===== src/rtl/vga_timing_gen.sv =====
// Parametrised VGA timing generator: sync counters, a framebuffer request pipeline
// with one tick of read latency, built-in test patterns and sticky underflow flag.
module vga_timing_gen #(
    parameter int              H_ACTIVE  = 800,
    parameter int              H_FP      = 56,
    parameter int              H_SYNC    = 120,
    parameter int              H_BP      = 64,
    parameter int              V_ACTIVE  = 600,
    parameter int              V_FP      = 37,
    parameter int              V_SYNC    = 6,
    parameter int              V_BP      = 23,
    parameter bit              HS_POL    = 1'b1,
    parameter bit              VS_POL    = 1'b1,
    parameter int              CLK_DIV   = 1,
    parameter int              CW        = 4,
    parameter int              XW        = 11,
    parameter int              YW        = 10,
    parameter logic [3*CW-1:0] SOLID_RGB = 12'hF00
) (
    input  logic              MAX10_CLK1_50,
    input  logic              rst_n,
    input  logic [1:0]        mode,
    input  logic [3*CW-1:0]   pix_rgb,
    input  logic              pix_valid,
    input  logic              underflow_clr,
    output logic              req_o,
    output logic [XW-1:0]     req_x,
    output logic [YW-1:0]     req_y,
    output logic              frame_start_o,
    output logic              underflow_o,
    output logic [CW-1:0]     VGA_R,
    output logic [CW-1:0]     VGA_G,
    output logic [CW-1:0]     VGA_B,
    output logic              VGA_HS,
    output logic              VGA_VS
);

    localparam int H_TOTAL = H_ACTIVE + H_FP + H_SYNC + H_BP;
    localparam int V_TOTAL = V_ACTIVE + V_FP + V_SYNC + V_BP;
    localparam int RGB_W   = 3 * CW;
    localparam int DW      = (CLK_DIV > 1) ? $clog2(CLK_DIV) : 1;
    localparam int BAR_W   = (H_ACTIVE >= 8) ? H_ACTIVE / 8 : 1;

    localparam logic [DW-1:0] DIV_LAST = DW'(CLK_DIV - 1);
    localparam logic [XW-1:0] H_LAST   = XW'(H_TOTAL - 1);
    localparam logic [XW-1:0] H_ACT    = XW'(H_ACTIVE);
    localparam logic [XW-1:0] HS_BEG   = XW'(H_ACTIVE + H_FP);
    localparam logic [XW-1:0] HS_END   = XW'(H_ACTIVE + H_FP + H_SYNC - 1);
    localparam logic [YW-1:0] V_LAST   = YW'(V_TOTAL - 1);
    localparam logic [YW-1:0] V_ACT    = YW'(V_ACTIVE);
    localparam logic [YW-1:0] VS_BEG   = YW'(V_ACTIVE + V_FP);
    localparam logic [YW-1:0] VS_END   = YW'(V_ACTIVE + V_FP + V_SYNC - 1);
    localparam logic [XW-1:0] BAR_X    = XW'(BAR_W);

    // Bars left to right: white, yellow, cyan, green, magenta, red, blue, black.
    function automatic logic [RGB_W-1:0] bar_rgb(input logic [XW-1:0] x);
        logic [XW-1:0] bar;
        logic [2:0]    c;
        bar = x / BAR_X;
        c   = 3'b000;
        if (bar <= XW'(7)) begin
            case (bar[2:0])
                3'd0:    c = 3'b111;
                3'd1:    c = 3'b110;
                3'd2:    c = 3'b011;
                3'd3:    c = 3'b010;
                3'd4:    c = 3'b101;
                3'd5:    c = 3'b100;
                3'd6:    c = 3'b001;
                default: c = 3'b000;
            endcase
        end
        return {{CW{c[2]}}, {CW{c[1]}}, {CW{c[0]}}};
    endfunction

    function automatic logic [RGB_W-1:0] pixel_rgb(input logic             act,
                                                   input logic [1:0]       m,
                                                   input logic             got_pix,
                                                   input logic [RGB_W-1:0] prgb,
                                                   input logic [XW-1:0]    x);
        logic [RGB_W-1:0] c;
        c = '0;
        if (act) begin
            case (m)
                2'd0:    c = got_pix ? prgb : '0;
                2'd1:    c = SOLID_RGB;
                2'd2:    c = bar_rgb(x);
                default: c = '0;
            endcase
        end
        return c;
    endfunction

    logic [DW-1:0]    div;
    logic             tick;
    logic [XW-1:0]    h_p0;
    logic [YW-1:0]    v_p0;
    logic [1:0]       mode_r;
    logic [1:0]       mode_cur;
    logic             origin_p0, act_p0, hs_p0, vs_p0;
    logic             vld_p1, act_p1, hs_p1, vs_p1;
    logic [XW-1:0]    x_p1;
    logic [YW-1:0]    y_p1;
    logic [1:0]       mode_p1;
    logic             vld_p2, act_p2, hs_p2, vs_p2;
    logic [XW-1:0]    x_p2;
    logic [1:0]       mode_p2;
    logic [RGB_W-1:0] rgb_p3;
    logic             hs_p3, vs_p3;
    logic             uf_set;

    assign tick      = (div == DIV_LAST);
    assign origin_p0 = (h_p0 == '0) && (v_p0 == '0);
    // The new mode only takes effect as pixel (0,0) enters the pipeline.
    assign mode_cur  = origin_p0 ? mode : mode_r;
    assign act_p0    = (h_p0 < H_ACT) && (v_p0 < V_ACT);
    assign hs_p0     = (h_p0 >= HS_BEG) && (h_p0 <= HS_END);
    assign vs_p0     = (v_p0 >= VS_BEG) && (v_p0 <= VS_END);
    assign uf_set    = tick && vld_p2 && !pix_valid;

    always_ff @(posedge MAX10_CLK1_50 or negedge rst_n) begin
        if (!rst_n) begin
            div <= '0;
        end else if (tick) begin
            div <= '0;
        end else begin
            div <= div + 1'b1;
        end
    end

    // Stage p0: raster counters
    always_ff @(posedge MAX10_CLK1_50 or negedge rst_n) begin
        if (!rst_n) begin
            h_p0   <= '0;
            v_p0   <= '0;
            mode_r <= 2'd0;
        end else if (tick) begin
            mode_r <= mode_cur;
            if (h_p0 == H_LAST) begin
                h_p0 <= '0;
                v_p0 <= (v_p0 == V_LAST) ? '0 : v_p0 + 1'b1;
            end else begin
                h_p0 <= h_p0 + 1'b1;
            end
        end
    end

    // Stage p1: request to the framebuffer
    always_ff @(posedge MAX10_CLK1_50 or negedge rst_n) begin
        if (!rst_n) begin
            vld_p1  <= 1'b0;
            act_p1  <= 1'b0;
            hs_p1   <= 1'b0;
            vs_p1   <= 1'b0;
            x_p1    <= '0;
            y_p1    <= '0;
            mode_p1 <= 2'd0;
        end else if (tick) begin
            vld_p1  <= act_p0 && (mode_cur == 2'd0);
            act_p1  <= act_p0;
            hs_p1   <= hs_p0;
            vs_p1   <= vs_p0;
            x_p1    <= h_p0;
            y_p1    <= v_p0;
            mode_p1 <= mode_cur;
        end
    end

    // Stage p2: wait one tick for the source's read data
    always_ff @(posedge MAX10_CLK1_50 or negedge rst_n) begin
        if (!rst_n) begin
            vld_p2  <= 1'b0;
            act_p2  <= 1'b0;
            hs_p2   <= 1'b0;
            vs_p2   <= 1'b0;
            x_p2    <= '0;
            mode_p2 <= 2'd0;
        end else if (tick) begin
            vld_p2  <= vld_p1;
            act_p2  <= act_p1;
            hs_p2   <= hs_p1;
            vs_p2   <= vs_p1;
            x_p2    <= x_p1;
            mode_p2 <= mode_p1;
        end
    end

    // Stage p3: DAC and sync pins
    always_ff @(posedge MAX10_CLK1_50 or negedge rst_n) begin
        if (!rst_n) begin
            rgb_p3 <= '0;
            hs_p3  <= ~HS_POL;
            vs_p3  <= ~VS_POL;
        end else if (tick) begin
            rgb_p3 <= pixel_rgb(act_p2, mode_p2, vld_p2 && pix_valid, pix_rgb, x_p2);
            hs_p3  <= hs_p2 ? HS_POL : ~HS_POL;
            vs_p3  <= vs_p2 ? VS_POL : ~VS_POL;
        end
    end

    always_ff @(posedge MAX10_CLK1_50 or negedge rst_n) begin
        if (!rst_n) begin
            frame_start_o <= 1'b0;
            underflow_o   <= 1'b0;
        end else begin
            frame_start_o <= tick && origin_p0;
            if (uf_set) begin
                underflow_o <= 1'b1;
            end else if (underflow_clr) begin
                underflow_o <= 1'b0;
            end
        end
    end

    assign req_o  = vld_p1;
    assign req_x  = x_p1;
    assign req_y  = y_p1;
    assign VGA_R  = rgb_p3[RGB_W-1 -: CW];
    assign VGA_G  = rgb_p3[2*CW-1 -: CW];
    assign VGA_B  = rgb_p3[CW-1:0];
    assign VGA_HS = hs_p3;
    assign VGA_VS = vs_p3;

endmodule


===== config.mk =====
export PLATFORM = sky130hd
export DESIGN_NAME = vga_timing_gen
export DESIGN_NICKNAME = d
export VERILOG_FILES = /design/src/rtl/vga_timing_gen.sv
export SDC_FILE = /design/constraint.sdc
export NUM_CORES = 1
export LEC_CHECK = 0
export CORE_UTILIZATION = 40
export CTS_BUF_LIST = sky130_fd_sc_hd__clkbuf_16
export CTS_CLUSTER_SIZE = 12
export DETAILED_ROUTE_END_ITERATION = 16
export PLACE_DENSITY = 0.62
export SLEW_MARGIN = 20
export SYNTH_ARGS = -nofsm -noshare
export SYNTH_HDL_FRONTEND = slang
export SYNTH_SLANG_ARGS = --single-unit

===== constraint.sdc =====
create_clock -name MAX10_CLK1_50 -period 5.5 [get_ports MAX10_CLK1_50]
set_input_delay 1.1 -clock MAX10_CLK1_50 [delete_from_list [all_inputs] [get_ports MAX10_CLK1_50]]
set_output_delay 1.1 -clock MAX10_CLK1_50 [all_outputs]
set_load 0.005 [all_outputs]

==> impl_results.md, run 1 <==
* Drt wl/cell at 15.26 um
* Skew-Pair Late Insertion Delay at 330 ps
* Resized cells post-CTS at 0
* Sequential area share after synthesis at 53.91%
* Via count at 2902
* Slowest cell on crit path: dfrtp_1
* Power per cell area at 253.8 nW/um2
* PortBufs at 55
* Fmax at 326.5 MHz
* Dominant synthesized flop cell: dfrtp_1
* R2R depth at 7
* Crit path buf inv count at 0
* Avg Cell Area, Syn at 10.65 um2
* Hold depth at 0
* Post-synthesis register bit count at 81
* HP Class: register to register
* Rel. slew slack at 50.64%
* Initial core utilization at 41.08%
* Global-route wire length before repair at 13700 um
* Status: finished, final reports clean
* Die H at 98.95 um
* Ant. Diodes at 0
* RD Place Congestion at 0.9414
* Cell Rows at 35
* Cts bufs inserted at 9
* Crit path max fanout at 20
* WP data required at 5700 ps
* Proportion of layout cells with a drive suffix above 1 at 7.824%
* Ys async rst share at 100.0%
* Die area at 9791 um2
* Hold-fix buffers, CTS at 0
* CTS tree: built
* Layout area overhead at 23.19%
* Post-synth EDFFs at 0
* Post-synth top area share at 53.91%
* Post-Syn Area at 3760 um2
* Final wirelength at 7933 um
* Total track usage at 17.93%
* Clk pin slew, worst setup/hold paths at 60 ps
* Most frequent cells after synthesis: dfrtp_1, nand2_1, nor2_1, o21ai_0
* Max-Cap Viols at 0
* Fin crit period at 3063 ps
* Worst-Margin Slew at 730.8 ps
* Tcrit/Tclk final at 55.69%
* Clock Sink Count at 81
* Dpl ws at 2479 ps
* DR iter-0 viols at 100
* WP depth at 7
* RSZ-0062 raised after global routing: false
* Number of global-route vias before repair at 2797
* Ys Warns at 0
* Root Driver: clkbuf_16
* Initial antenna violation count at 0
* Startpoint type of the worst setup path: register
* Setup Crit Path Kind: register to register
* Syn Nets at 377
* DRC errors left at 0
* Gate Count Post-Synth at 353
* Maximum VDD drop at 168.4 uV
* Cells along the critical path: a21bo_2 > o221ai_1 > o41ai_1 > o31ai_1 > or4_1 > nand4_1 > o21ai_1
* GRT overflow at 0
* Core area at 9153 um2
* Fin Hold WS at 348.3 ps
* CP Capture Type: register
* Slowest stage delay, CP at 800 ps
* Die width at 98.95 um
* Post-synth cell types at 66
* Most frequent cell after synthesis: dfrtp_1
* Final HPWL DP at 5556 um
* Routed vias/inst at 5.581
* Post-CTS setup buffer count at 0
* Clock buffer depth at 2
* Crit path DAT at 3260 ps
* Max Slew Vio Count at 0
* Post-DP Area at 4367 um2
* Setup slack after layout at 2437 ps
* Largest cells by area after synthesis: dfrtp_1, nand2_1, nor2_1
* TritonRoute pass-1 iters at 4
* Pin count of the biggest net entering global routing at 82
* Finished Core Util at 50.61%
* H-tree levels at 3
* Cell taking the most area after synthesis: dfrtp_1
* Final Hold Fails at 0
* Design area at 4632 um2
* Top Family by Delay on Critical Path: compound AO/OA/AOI/OAI gates
* Pleak at 1.927 nW
* Setup Skew at 9.296 ps
* Final #Nets at 429
* Setup TNS at 0 ps
* Count of final setup violators at 0
* Final ANT Viol Nets at 0
* Num ports at 56
## registers in the layout, indices dropped and copies added, names as in the netlist
signal and flops:
req_x 11, req_o 1, req_y 10, vld_p2 1, frame_start_o 1, rgb_p3 12, VGA_VS 1, mode_p2 2
hs_p2 1, underflow_o 1, VGA_HS 1, v_p0 10, vs_p1 1, h_p0 11, act_p2 1, vs_p2 1
act_p1 1, hs_p1 1, x_p2 11, mode_p1 2
## where the power goes
part / internal (W) / switching (W)
Combinational: 0.0000260 / 0.0000216
Clock: 0.000300 / 0.000219
Sequential: 0.000605 / 0.00000420
## layout make-up
type                    count  area [um2]
well taps                 111       138.9
fillers                   825        4521
clock buffers               9       225.2
repair buffers             55       551.8
clock inverters             6       36.28
multi-input cells         245        1604
flip-flops and latches     81        2027
inverters                  13       48.80
## path summary, 6_finish.rpt
check	start	to	slack, ps
hold / removal	act_p1	act_p2	350
min in group asynchronous	rst_n	rgb_p3[2]	790
setup reg to reg	x_p2[8]	rgb_p3[2]	2440
max in group asynchronous	rst_n	vs_p2	4210
hold reg to reg	act_p1	act_p2	350
setup / recovery	x_p2[8]	rgb_p3[2]	2440
## through the flow
| stage | std cells | power [W] |
|---|---|---|
| 6_report | 520 | 0.001176 |
| 5_1_grt | 520 | 0.001230 |
| 4_1_cts | 520 | 0.001195 |
| 3_5_place_dp | 505 | 0.0006685 |
| 3_3_place_gp | 505 | 0.0006676 |
| 2_1_floorplan | 353 | 0.0006281 |
## layer usage
metal / global-route usage (%) / part of all wire (%) / wire length, um / vias up
met1: 21.82 / 42 / 3339 / 1412
met5: 0 / 0 / 0 / -
li1: - / - / - / 1400
met2: 30.29 / 51 / 4062 / 73
met4: 8.037 / 2.7 / 216 / 0
met3: 4.255 / 4.0 / 315 / 17
## layout by cell type, fill, tap and decap left out, drive strengths merged, types with 2 or more instances in the layout
cell type	instances
a32oi	3
inv	15
and3	6
clkbuf	9
o22ai	4
nor2b	3
nor3b	2
nor3	7
a21oi	8
o311a	2
a221oi	2
mux2	5
or2	3
a211oi	3
nand4	6
o21bai	2
a211o	2
clkinv	3
nand3	13
nor4	4
clkdlybuf4s50	54
or3	4
xor2	6
o21ai	22
nand4b	2
mux2i	2
a21bo	2
o31a	5
and2	5
a21boi	4
xnor2	6
nand2	34
a31oi	10
or4	5
dfrtp	81
o31ai	2
nor2	28
nand2b	6
o221ai	5
ha	6
## kinds of logic after synthesis
kind of cell,after synthesis,share of synthesized area (%)
xor+xnor,12,2.795
flops,81,53.91
compound gates,88,17.44
fa+ha+maj,6,1.997
simple gates,132,18.40
buf+inv,27,3.428
mux,7,2.030
No activity file was read; power rests on OpenSTA's default activity.
==> inputs of run 2 (changes only) <==
- clock period: 5.5 -> 3.11 ns (I/O delays scaled with it)
==> run 2 against run 1 <==
- final cell count rose by 0.38%
- non-clock buffer count rose by 2
- worst setup slack got worse by 2300 ps
- critical path type unchanged
- largest cell class unchanged
- largest power group is now the clock network
- clock power rose by 130%
- routed wire length fell by 1.1%
- first-iteration DRC count rose by 3.0%
==> impl_results.md, run 2 (synthesized netlist as in run 1, its figures left out) <==
* GRT overflow at 0 (unchanged)
* TritonRoute pass-1 iters at 5 (+1)
* Filler instances at 783 (-5.1%)
* Number of global-route vias before repair at 2733 (-2.3%)
* PortBufs at 55 (unchanged)
* Fmax at 340.8 MHz (+4.4%)
* Max-Cap Viols at 0 (unchanged)
* Global-route wire length before repair at 13150 um (-4.0%)
* WP data required at 3320 ps (-2380 ps)
* Fin crit period at 2934 ps (-128.7 ps)
* Finished Core Util at 51.67% (+1.1 points)
* Setup Crit Path Kind: register to register
* Pin count of the biggest net entering global routing at 82 (unchanged)
* Count of final setup violators at 0 (unchanged)
* Total track usage at 17.16% (-0.77 points)
* Largest reg by FF count: rgb_p3
* Initial core utilization at 41.08% (unchanged)
* Tcrit/Tclk final at 94.34% (+39 points)
* Num ports at 56 (unchanged)
* DR iter-0 viols at 103 (+3.0%)
* Core area at 9153 um2 (unchanged)
* Maximum VDD drop at 291.9 uV (+73%)
* HP Class: input pin to asynchronous set/reset pin
* CP Capture Type: register
* Initial antenna violation count at 0 (unchanged)
* Pleak at 1.982 nW (+2.9%)
* Crit path max fanout at 20 (unchanged)
* Skew-Pair Late Insertion Delay at 330 ps (about the same)
* Clock Sink Count at 81 (unchanged)
* Final Hold Fails at 0 (unchanged)
* Drt wl/cell at 15.03 um (-1.5%)
* Final #Nets at 431 (+0.47%)
* Final ANT Viol Nets at 0 (unchanged)
* Post-DP Area at 4382 um2 (+0.34%)
* Power per cell area at 493.4 nW/um2 (+94%)
* Final wirelength at 7848 um (-1.1%)
* Crit path DAT at 3140 ps (-120 ps)
* Die H at 98.95 um (unchanged)
* Die area at 9791 um2 (unchanged)
* Clk pin slew, worst setup/hold paths at 60 ps (about the same)
* Startpoint type of the worst setup path: register
* Via count at 2902 (unchanged)
* Design area at 4730 um2 (+2.1%)
* Layout area overhead at 25.79%
* Total Power at 0.002333 W (+98%)
* Cts bufs inserted at 9 (unchanged)
* Max Slew Vio Count at 0 (unchanged)
* Root Driver: clkbuf_16
* Post-route insts no fill at 522 (+0.38%)
* Setup TNS at 0 ps (unchanged)
* Commonest non-fill, non-tap cells in the layout: dfrtp_1, clkdlybuf4s50_1, nand2_1
* DRC errors left at 0 (unchanged)
* Setup Skew at 6.627 ps (-2.669 ps)
* Proportion of layout cells with a drive suffix above 1 at 9.489% (+1.7 points)
* Dpl cells at 507 (+0.40%)
* H-tree levels at 3 (unchanged)
* Routed vias/inst at 5.559 (-0.38%)
* Most frequent standard cell in the layout excluding fill and tap cells: dfrtp_1
* CTS tree: built
* Clock buffer depth at 2 (unchanged)
* RD Place Congestion at 0.8574 (-8.9%)
* Cell Rows at 35 (unchanged)
* RSZ-0062 raised after global routing: false
* Rel. slew slack at 52.71% (+2.1 points)
* Ant. Diodes at 0 (unchanged)
* Largest register FFs at 12 (unchanged)
* Final HPWL DP at 5529 um (-0.49%)
* Status: finished, final reports clean
* Post-CTS setup buffer count at 0 (unchanged)
* Worst-Margin Slew at 709.4 ps (-21.43 ps)
* Die width at 98.95 um (unchanged)
==> run 2: changes by cell type in the layout (fill, tap and decap cells not counted), sizes merged <==
| cell | before | now |
|---|---|---|
| buf | 1 | 3 |
| clkinvlp | 1 | 0 |
| clkinv | 3 | 1 |
| bufinv | 0 | 3 |
==> run 2: final timing paths <==
check / to / start / cells past startpoint / slack, ps
max reg2reg: rgb_p3[1] / x_p2[5] / 8 / 180
min in group MAX10_CLK1_50: VGA_HS / hs_p2 / 0 / 350
min reg2reg: VGA_HS / hs_p2 / 0 / 350
min: rgb_p3[0] / rst_n / 1 / 320
max in group asynchronous: x_p2[9] / rst_n / 1 / 2260
max: rgb_p3[1] / x_p2[5] / 8 / 180
==> run 2: layout make-up <==
type / count / area, um2 / share of cell area (%)
sequential: 81 / 2029 / 42.91
multi-input combinational: 245 / 1613 / 34.10
timing repair buffer: 57 / 566.8 / 11.98
clock buffer: 9 / 225.2 / 4.762
tap: 111 / 138.9 / 2.937
clock inverter: 6 / 107.6 / 2.275
inverter: 13 / 48.80 / 1.032
==> run 2: worst max-delay path, cell delays in order (launching register included) <==
cell and delay, ps:
dfrtp_1 690, a21bo_2 300, o221ai_1 270, o41ai_2 150, o31a_1 350, o22a_1 250, or4_4 520, a21oi_2 200
o21ai_1 90
==> run 2: layer usage <==
layer  up-vias  global-route usage [%]  wire length (um)
met5         -                       0                 0
met4         0                   6.774               126
met3        12                   4.326               299
met2        73                   28.19              3976
met1      1424                   21.78              3445
li1       1393                       -                 -
==> run 2: where the power goes <==
part           switching (W)  leakage, nW  internal (W)  total [W]
sequential        0.00000707         1.04       0.00107    0.00108
clock               0.000395        0.167      0.000778    0.00117
combinational      0.0000383        0.774     0.0000461  0.0000844
==> run 2: through the flow <==
step / setup WS (ps) / hold slack, ps
2_1_floorplan: 490.0 / 326.4
3_3_place_gp: 159.1 / 333.0
3_5_place_dp: 111.7 / 335.8
4_1_cts: 100.1 / 351.3
5_1_grt: 2.667 / 363.0
6_report: 176.0 / 324.3
==> run 2: repair_timing <==
| item | 4_1_cts | 5_1_grt |
|---|---|---|
| gates resized for setup | 0 | 4 |
| hold buffers | 0 | 0 |
| setup endpoints to repair | 0 | 8 |
